## src/rtl/demux_1to2_b32.sv

```systemverilog
// Registered 1-to-2 demultiplexer: one valid/ready producer routed by in_sel into
// two independent circular FIFOs, each with a 16-bit delivery counter.
module demux_1to2_b32 #(
  parameter int WIDTH = 32,
  parameter int DEPTH = 2
) (
  input  logic             clk,
  input  logic             rst_n,
  input  logic             flush,
  input  logic [WIDTH-1:0] in_data,
  input  logic             in_sel,
  input  logic             in_valid,
  output logic             in_ready,
  output logic [WIDTH-1:0] o0_data,
  output logic             o0_valid,
  input  logic             o0_ready,
  output logic [WIDTH-1:0] o1_data,
  output logic             o1_valid,
  input  logic             o1_ready,
  output logic [15:0]      cnt0,
  output logic [15:0]      cnt1
);

  localparam int PW = (DEPTH > 1) ? $clog2(DEPTH) : 1;
  localparam int OW = PW + 1;

  // Handshake rule, both sides: a word moves on a rising edge where valid && ready.
  // in_ready never looks at in_valid; output valid never looks at output ready.

  logic [WIDTH-1:0] mem_q  [2][DEPTH];
  logic [PW-1:0]    head_q [2];
  logic [PW-1:0]    head_d [2];
  logic [PW-1:0]    tail_q [2];
  logic [PW-1:0]    tail_d [2];
  logic [OW-1:0]    occ_q  [2];
  logic [OW-1:0]    occ_d  [2];
  logic [15:0]      cnt_q  [2];
  logic [15:0]      cnt_d  [2];

  logic full      [2];
  logic out_valid [2];
  logic out_ready [2];
  logic push      [2];
  logic pop       [2];

  assign out_ready[0] = o0_ready;
  assign out_ready[1] = o1_ready;

  always_comb begin
    for (int k = 0; k < 2; k++) begin
      full[k]      = (occ_q[k] == OW'(DEPTH));
      out_valid[k] = (occ_q[k] != '0);
    end
  end

  // A full channel refuses even when its head pops this cycle: no ready pass-through.
  assign in_ready = !flush && (in_sel ? !full[1] : !full[0]);

  always_comb begin
    for (int k = 0; k < 2; k++) begin
      push[k]   = in_valid && in_ready && (in_sel == 1'(k));
      pop[k]    = !flush && out_valid[k] && out_ready[k];
      head_d[k] = head_q[k] + PW'(pop[k]);
      tail_d[k] = tail_q[k] + PW'(push[k]);
      cnt_d[k]  = cnt_q[k] + 16'(pop[k]);
      occ_d[k]  = occ_q[k];
      if (push[k] && !pop[k]) occ_d[k] = occ_q[k] + OW'(1);
      if (!push[k] && pop[k]) occ_d[k] = occ_q[k] - OW'(1);
      if (flush) begin
        head_d[k] = '0;
        tail_d[k] = '0;
        occ_d[k]  = '0;
        cnt_d[k]  = '0;
      end
    end
  end

  always_ff @(posedge clk or negedge rst_n) begin
    if (!rst_n) begin
      for (int k = 0; k < 2; k++) begin
        head_q[k] <= '0;
        tail_q[k] <= '0;
        occ_q[k]  <= '0;
        cnt_q[k]  <= '0;
        for (int e = 0; e < DEPTH; e++) mem_q[k][e] <= '0;
      end
    end else begin
      for (int k = 0; k < 2; k++) begin
        head_q[k] <= head_d[k];
        tail_q[k] <= tail_d[k];
        occ_q[k]  <= occ_d[k];
        cnt_q[k]  <= cnt_d[k];
        if (push[k]) mem_q[k][tail_q[k]] <= in_data;
      end
    end
  end

  // Outputs come straight from storage; data is stale whenever valid is low.
  assign o0_data  = mem_q[0][head_q[0]];
  assign o1_data  = mem_q[1][head_q[1]];
  assign o0_valid = out_valid[0];
  assign o1_valid = out_valid[1];
  assign cnt0     = cnt_q[0];
  assign cnt1     = cnt_q[1];

endmodule

```

## config.mk

```make
export PLATFORM = sky130hd
export DESIGN_NAME = demux_1to2_b32
export DESIGN_NICKNAME = d
export VERILOG_FILES = /design/src/rtl/demux_1to2_b32.sv
export SDC_FILE = /design/constraint.sdc
export NUM_CORES = 1
export LEC_CHECK = 0
export BUFFER_PORTS_ARGS = -buffer_cell sky130_fd_sc_hd__buf_2
export CAP_MARGIN = 25
export CELL_PAD_IN_SITES_DETAIL_PLACEMENT = 0
export CELL_PAD_IN_SITES_GLOBAL_PLACEMENT = 1
export CORE_ASPECT_RATIO = 2
export CORE_MARGIN = 4
export CORE_UTILIZATION = 35
export DETAILED_ROUTE_END_ITERATION = 8
export GPL_TIMING_DRIVEN = 1
export PLACE_DENSITY = 0.61
export SYNTH_ARGS = -nofsm -noshare
export SYNTH_HDL_FRONTEND = slang
export SYNTH_SLANG_ARGS = --single-unit
```

## constraint.sdc

```tcl
create_clock -name clk -period 2.4 [get_ports clk]
set_input_delay 0.24 -clock clk [delete_from_list [all_inputs] [get_ports clk]]
set_output_delay 0.24 -clock clk [all_outputs]
set_load 0.02 [all_outputs]
```

==> results of run 1 <==
## cells in the mapped netlist, types with 3 or more instances
library cell and count:
a21oi_1 5, buf_2 18, clkbuf_1 10, dfrtp_1 168
ha_1 8, inv_1 6, mux2_1 11, mux2_2 181
nand2_1 13, nand3_1 7, nand4_1 7, nor2_1 37
nor2b_1 5, nor3_1 9, nor4_2 7, or2_2 3
xnor2_1 20, xor2_1 11
## worst max-delay path: stages (launching register included)
cell and delay (ps):
dfrtp_2 680, buf_12 230, mux2_2 370, buf_2 160
## cells by family after synthesis
logic type	Yosys count	synth area share, %
buffers and inverters	36	2.180
xor gates and xnor gates	31	3.583
adders and majority gates	8	1.321
AOI/OAI and AO/OA	13	1.073
muxes	194	28.80
and+or+nand+nor	101	7.562
DFF	168	55.48
## registers in the layout, summed over array words and instances, names as in the netlist
name	cells
occ_q	4
cnt0	16
cnt1	16
tail_q	2
mem_q	128
head_q	2
## final timing paths
path	slack, ps	startpoint	to
max	270	head_q[1]	o0_data[4]
min	70	in_data[6]	mem_q[70]
max reg2reg	360	occ_q[3]	mem_q[90]
min reg2reg	480	mem_q[76]	mem_q[76]
max in group asynchronous	1320	rst_n	mem_q[63]
min in group asynchronous	340	rst_n	mem_q[120]
## layer usage
metal,up-vias,track usage (%)
met5,-,0
met4,0,5.736
met3,20,4.438
met2,93,29.51
met1,2503,16.35
li1,2203,-
## layout make-up
type / count / area (um^2) / area share, %
multi-input cells: 347 / 3218 / 34.50
inverters: 6 / 22.52 / 0.2414
repair buffers: 153 / 902.1 / 9.671
clock buffers: 20 / 446.7 / 4.789
well taps: 269 / 336.6 / 3.608
flip-flops and latches: 168 / 4207 / 45.10
clock inverters: 11 / 195.2 / 2.093
## what timing repair did
action	CTS	global route
endpoints found under the setup margin	0	0
hold buffers	1	0
hold endpoints to repair	53	0
## power by group through the flow
stage / Combinational, mW / Sequential, mW / Clock (mW)
after floorplan: 1.12 / 3.54 / 0
after global placement: 1.61 / 3.59 / 0
after detailed placement: 1.65 / 3.64 / 0
after CTS: 1.66 / 3.58 / 3.11
after global routing: 1.75 / 3.64 / 3.21
final: 1.61 / 3.58 / 3.00
==> results.yml, run 1 <==
timing:
  fin_hold_ws_ps: 66.45
  fin_worst_skew_ps: 6.583
  fin_tns_setup_ps: 0
  hold_viol: 0
  finalSetupViolCount: 0
  finalMaxSlewViolations: 0
  rsz0062_at_grt: "false"
  fin_crit_ps: 2133
  tightest_slew_ps: 550.5
  relSlewSlack_pct: 63.30
  setup_ws_ps: 266.6
  fin_crit_sh_pct: 88.89
  max_freq_mhz: 468.7
setup_path:
  required_ps: 2160
  reg2reg_depth: 5
  path_max_fanout: 18
  path_class: "reg2out"
  cp-end-kind: "output pin"
  startpoint_type: "register"
  crit_arrival_ps: 1890
logic_synthesis:
  syn_nets: 598
  synthTopCellsByArea: "dfrtp_1, mux2_2, xnor2_1, nor2_1, mux2_1"
  yosysWarnings: 0
  synth_cells: 551
  synth-async-reset-ratio_pct: 100.0
  syn_area_um2: 7577
  synth_top_area_cell: "dfrtp_1"
  ys.flop_type: "dfrtp_1"
  synth.avg_cell_area_um2: 13.75
  synth_edf_count: 0
  ys_seq_elements: 168
  synth_top_area_share_pct: 55.48
  ys_seq_area_share_pct: 55.48
  synth.distinct_cells: 35
routing:
  postRouteAntennaNets: 0
  drt-pass1-iter-count: 4
  vias_per_cell: 4.948
  drc: 0
  wl_met3_um: 771
  num_vias: 4819
  wl_met2_um: 10250
  drt_iter0_drc: 114
  avgRoutedWirePerCell_um: 18.65
  met1_length_um: 6839
  routed_wl_um: 18170
  highest_layer: "met4"
place:
  dp_slack_ps: 358.0
  gp_congestion: 0.7507
  place_area_um2: 8676
  dpl.cell_count: 942
  dpl.hpwl_um: 13060
  io_buffers: 137
die:
  die_h_um: 216.1
  initial_utilization_pct: 35.89
  io_pins: 138
  row_count: 75
  fp.dieArea_um2: 24210
  die_x_um: 112.0
  core-area_um2: 21110
global_routing:
  track_usage_pct: 15.69
  grt_pass1_vias: 5373
  globalRouteOverflowTotal: 0
  grt_max_degree: 65
  grt_pass1_wl_um: 29610
  antenna_found_initial: 0
pwr:
  intPower_mw: 5.996
  totalPowerFinal_mw: 8.182
  p_sw_share_pct: 26.72
  clkPwrFrac_pct: 36.6
  p_switching_mw: 2.186
  ir_worst_vdd_uv: 352.4
  p_seq_share_pct: 43.7
  pwr-share-comb_pct: 19.7
  p_leak_nw: 4.254
  power_density_nw_per_um2: 877.2
cells_and_area:
  antenna_cells: 0
  layout_common_cells: "mux2_2, dfrtp_1, buf_2"
  fin_cells: 974
  drive_above_1_share_pct: 54.18
  layout_commonest_cell: "mux2_2"
  area_growth_pct: 23.10
  nNetsFinal: 740
  fill_cells: 2005
  postLayoutCellArea_um2: 9328
  fin_util_pct: 44.18
clock_tree:
  ctsResizeCount: 0
  cts.sinks: 168
  insertion_delay_ps: 430
  numCtsBuffers: 17
  cts_tree: "done"
  cts.clk_slew.worst_paths_ps: 70
  clk_path_buf_depth: 2
  cts_setup_buffers: 0
  root_buffer: "clkbuf_16"
  cts_htree_levels: 4
hold_path:
  hold_class: "in2reg"
  holdPathStages: 2
flow_run:
  drv_cap: 0
outcome:
  status: "finished clean"
Power figures use the tool's default switching activity.
==> run 2: changes to the inputs <==
--- a/config.mk
+++ b/config.mk
@@ -11,10 +11,10 @@
 export CELL_PAD_IN_SITES_GLOBAL_PLACEMENT = 1
 export CORE_ASPECT_RATIO = 2
 export CORE_MARGIN = 4
-export CORE_UTILIZATION = 35
+export CORE_UTILIZATION = 29
 export DETAILED_ROUTE_END_ITERATION = 8
 export GPL_TIMING_DRIVEN = 1
-export PLACE_DENSITY = 0.61
+export PLACE_DENSITY = 0.52
 export SYNTH_ARGS = -nofsm -noshare
 export SYNTH_HDL_FRONTEND = slang
 export SYNTH_SLANG_ARGS = --single-unit
==> results.yml, run 2 (synthesis results as in run 1) <==
routing:
  drt_iter0_drc: 173
  vias_per_cell: 4.598
  routed_wl_um: 19720
  drt-pass1-iter-count: 4
  postRouteAntennaNets: 0
  num_vias: 4823
  avgRoutedWirePerCell_um: 18.80
  drc: 0
die:
  core-area_um2: 25750
  row_count: 83
  io_pins: 138
  die_x_um: 122.3
  fp.dieArea_um2: 28940
  die_h_um: 236.6
  initial_utilization_pct: 29.42
timing:
  fin_crit_sh_pct: 86.49
  max_freq_mhz: 481.8
  fin_worst_skew_ps: 5.999
  fin_hold_ws_ps: 73.48
  relSlewSlack_pct: 67.29
  tightest_slew_ps: 486.8
  finalSetupViolCount: 0
  setup_ws_ps: 324.2
  fin_tns_setup_ps: 0
  fin_crit_ps: 2076
  hold_viol: 0
  finalMaxSlewViolations: 0
  rsz0062_at_grt: "false"
setup_path:
  required_ps: 2160
  r2r-start: "occ_q[1]"
  path_max_fanout: 9
  crit_arrival_ps: 1840
  reg2reg_depth: 5
  cp-end-kind: "output pin"
  worstSetupStartpoint: "head_q[1]"
  startpoint_type: "register"
  path_class: "reg2out"
cells_and_area:
  largest_reg_flops: 128
  area_growth_pct: 23.99
  postLayoutCellArea_um2: 9395
  drive_above_1_share_pct: 54.52
  fill_cells: 2614
  fin_util_pct: 36.48
  fin_cells: 1049
  layout_commonest_cell: "mux2_2"
  top_register: "mem_q"
  layout_common_cells: "mux2_2, dfrtp_1, buf_2"
  nNetsFinal: 742
clock_tree:
  clk_path_buf_depth: 2
  root_buffer: "clkbuf_16"
  cts.clk_slew.worst_paths_ps: 60
  cts_htree_levels: 4
  insertion_delay_ps: 430
  cts_setup_buffers: 0
  cts_tree: "done"
  cts.sinks: 168
  numCtsBuffers: 17
global_routing:
  globalRouteOverflowTotal: 0
  antenna_found_initial: 2
  grt_pass1_vias: 5334
  track_usage_pct: 14.26
  grt_pass1_wl_um: 31060
  grt_max_degree: 81
flow_run:
  drv_cap: 0
pwr:
  intPower_mw: 5.845
  power_density_nw_per_um2: 859.8
  pwr-share-comb_pct: 20.2
  totalPowerFinal_mw: 8.078
  clkPwrFrac_pct: 35.6
  ir_worst_vdd_uv: 445.0
  p_sw_share_pct: 27.64
  p_leak_nw: 4.255
  p_seq_share_pct: 44.2
  p_switching_mw: 2.233
hold_path:
  hp-start: "in_data[9]"
  holdPathStages: 2
  hold_class: "in2reg"
outcome:
  status: "finished clean"
place:
  dp_slack_ps: 293.4
  io_buffers: 137
  gp_congestion: 0.7790
  dpl.hpwl_um: 14100
  dpl.cell_count: 1015
  place_area_um2: 8767
==> run 2: changes by cell type in the layout (fill, tap and decap cells not counted) <==
cell	previous run	this run
clkbuf_1	2	1
buf_12	7	6
clkinv_2	1	3
bufinv_16	5	3
buf_4	8	11
diode_2	0	1
clkbuf_8	1	3
==> run 2: worst paths after layout <==
path                                to  slack, ps
setup / recovery           o0_data[18]        320
setup reg to reg             mem_q[36]        330
min in group asynchronous      cnt0[4]        200
hold reg to reg              mem_q[73]        480
hold / removal               mem_q[73]         70
max in group asynchronous    mem_q[87]       1490
==> run 2: area by class of cell <==
type	instances	area [um^2]	share of cell area (%)
Inverter	6	22.52	0.2397
Clock buffer	21	470.5	5.007
Clock inverter	11	145.1	1.545
Sequential cell	168	4207	44.77
Timing Repair Buffer	155	904.6	9.628
Multi-Input combinational cell	347	3218	34.25
Tap cell	340	425.4	4.528
Antenna cell	1	2.502	0.02663
==> run 2: repair_timing <==
| item | in CTS | in global routing |
|---|---|---|
| gates resized for setup | 0 | 0 |
| hold buffers | 1 | 0 |
| endpoints found under the hold margin | 61 | 0 |
==> run 2: per-layer routing <==
| layer | up-vias | share of wire [%] | wire (um) | track usage (%) |
|---|---|---|---|---|
| li1 | 2219 | - | - | - |
| met1 | 2483 | 35 | 6976 | 14.46 |
| met2 | 100 | 58 | 11400 | 26.95 |
| met3 | 19 | 4.6 | 899 | 3.896 |
| met4 | 2 | 2.2 | 436 | 5.438 |
| met5 | - | 0.035 | 7 | 0 |
==> run 2: power groups by stage <==
| stage | Sequential (mW) | Combinational, mW | Clock (mW) |
|---|---|---|---|
| floorplan | 3.54 | 1.12 | 0 |
| global placement | 3.59 | 1.64 | 0 |
| detailed placement | 3.63 | 1.68 | 0 |
| CTS | 3.57 | 1.68 | 2.99 |
| global route | 3.64 | 1.77 | 3.10 |
| finish | 3.57 | 1.63 | 2.88 |
==> run 2: worst max-delay path: stages, from the launching register on <==
cell,delay (ps)
dfrtp_2,560
buf_4,280
mux2_2,390
buf_2,170
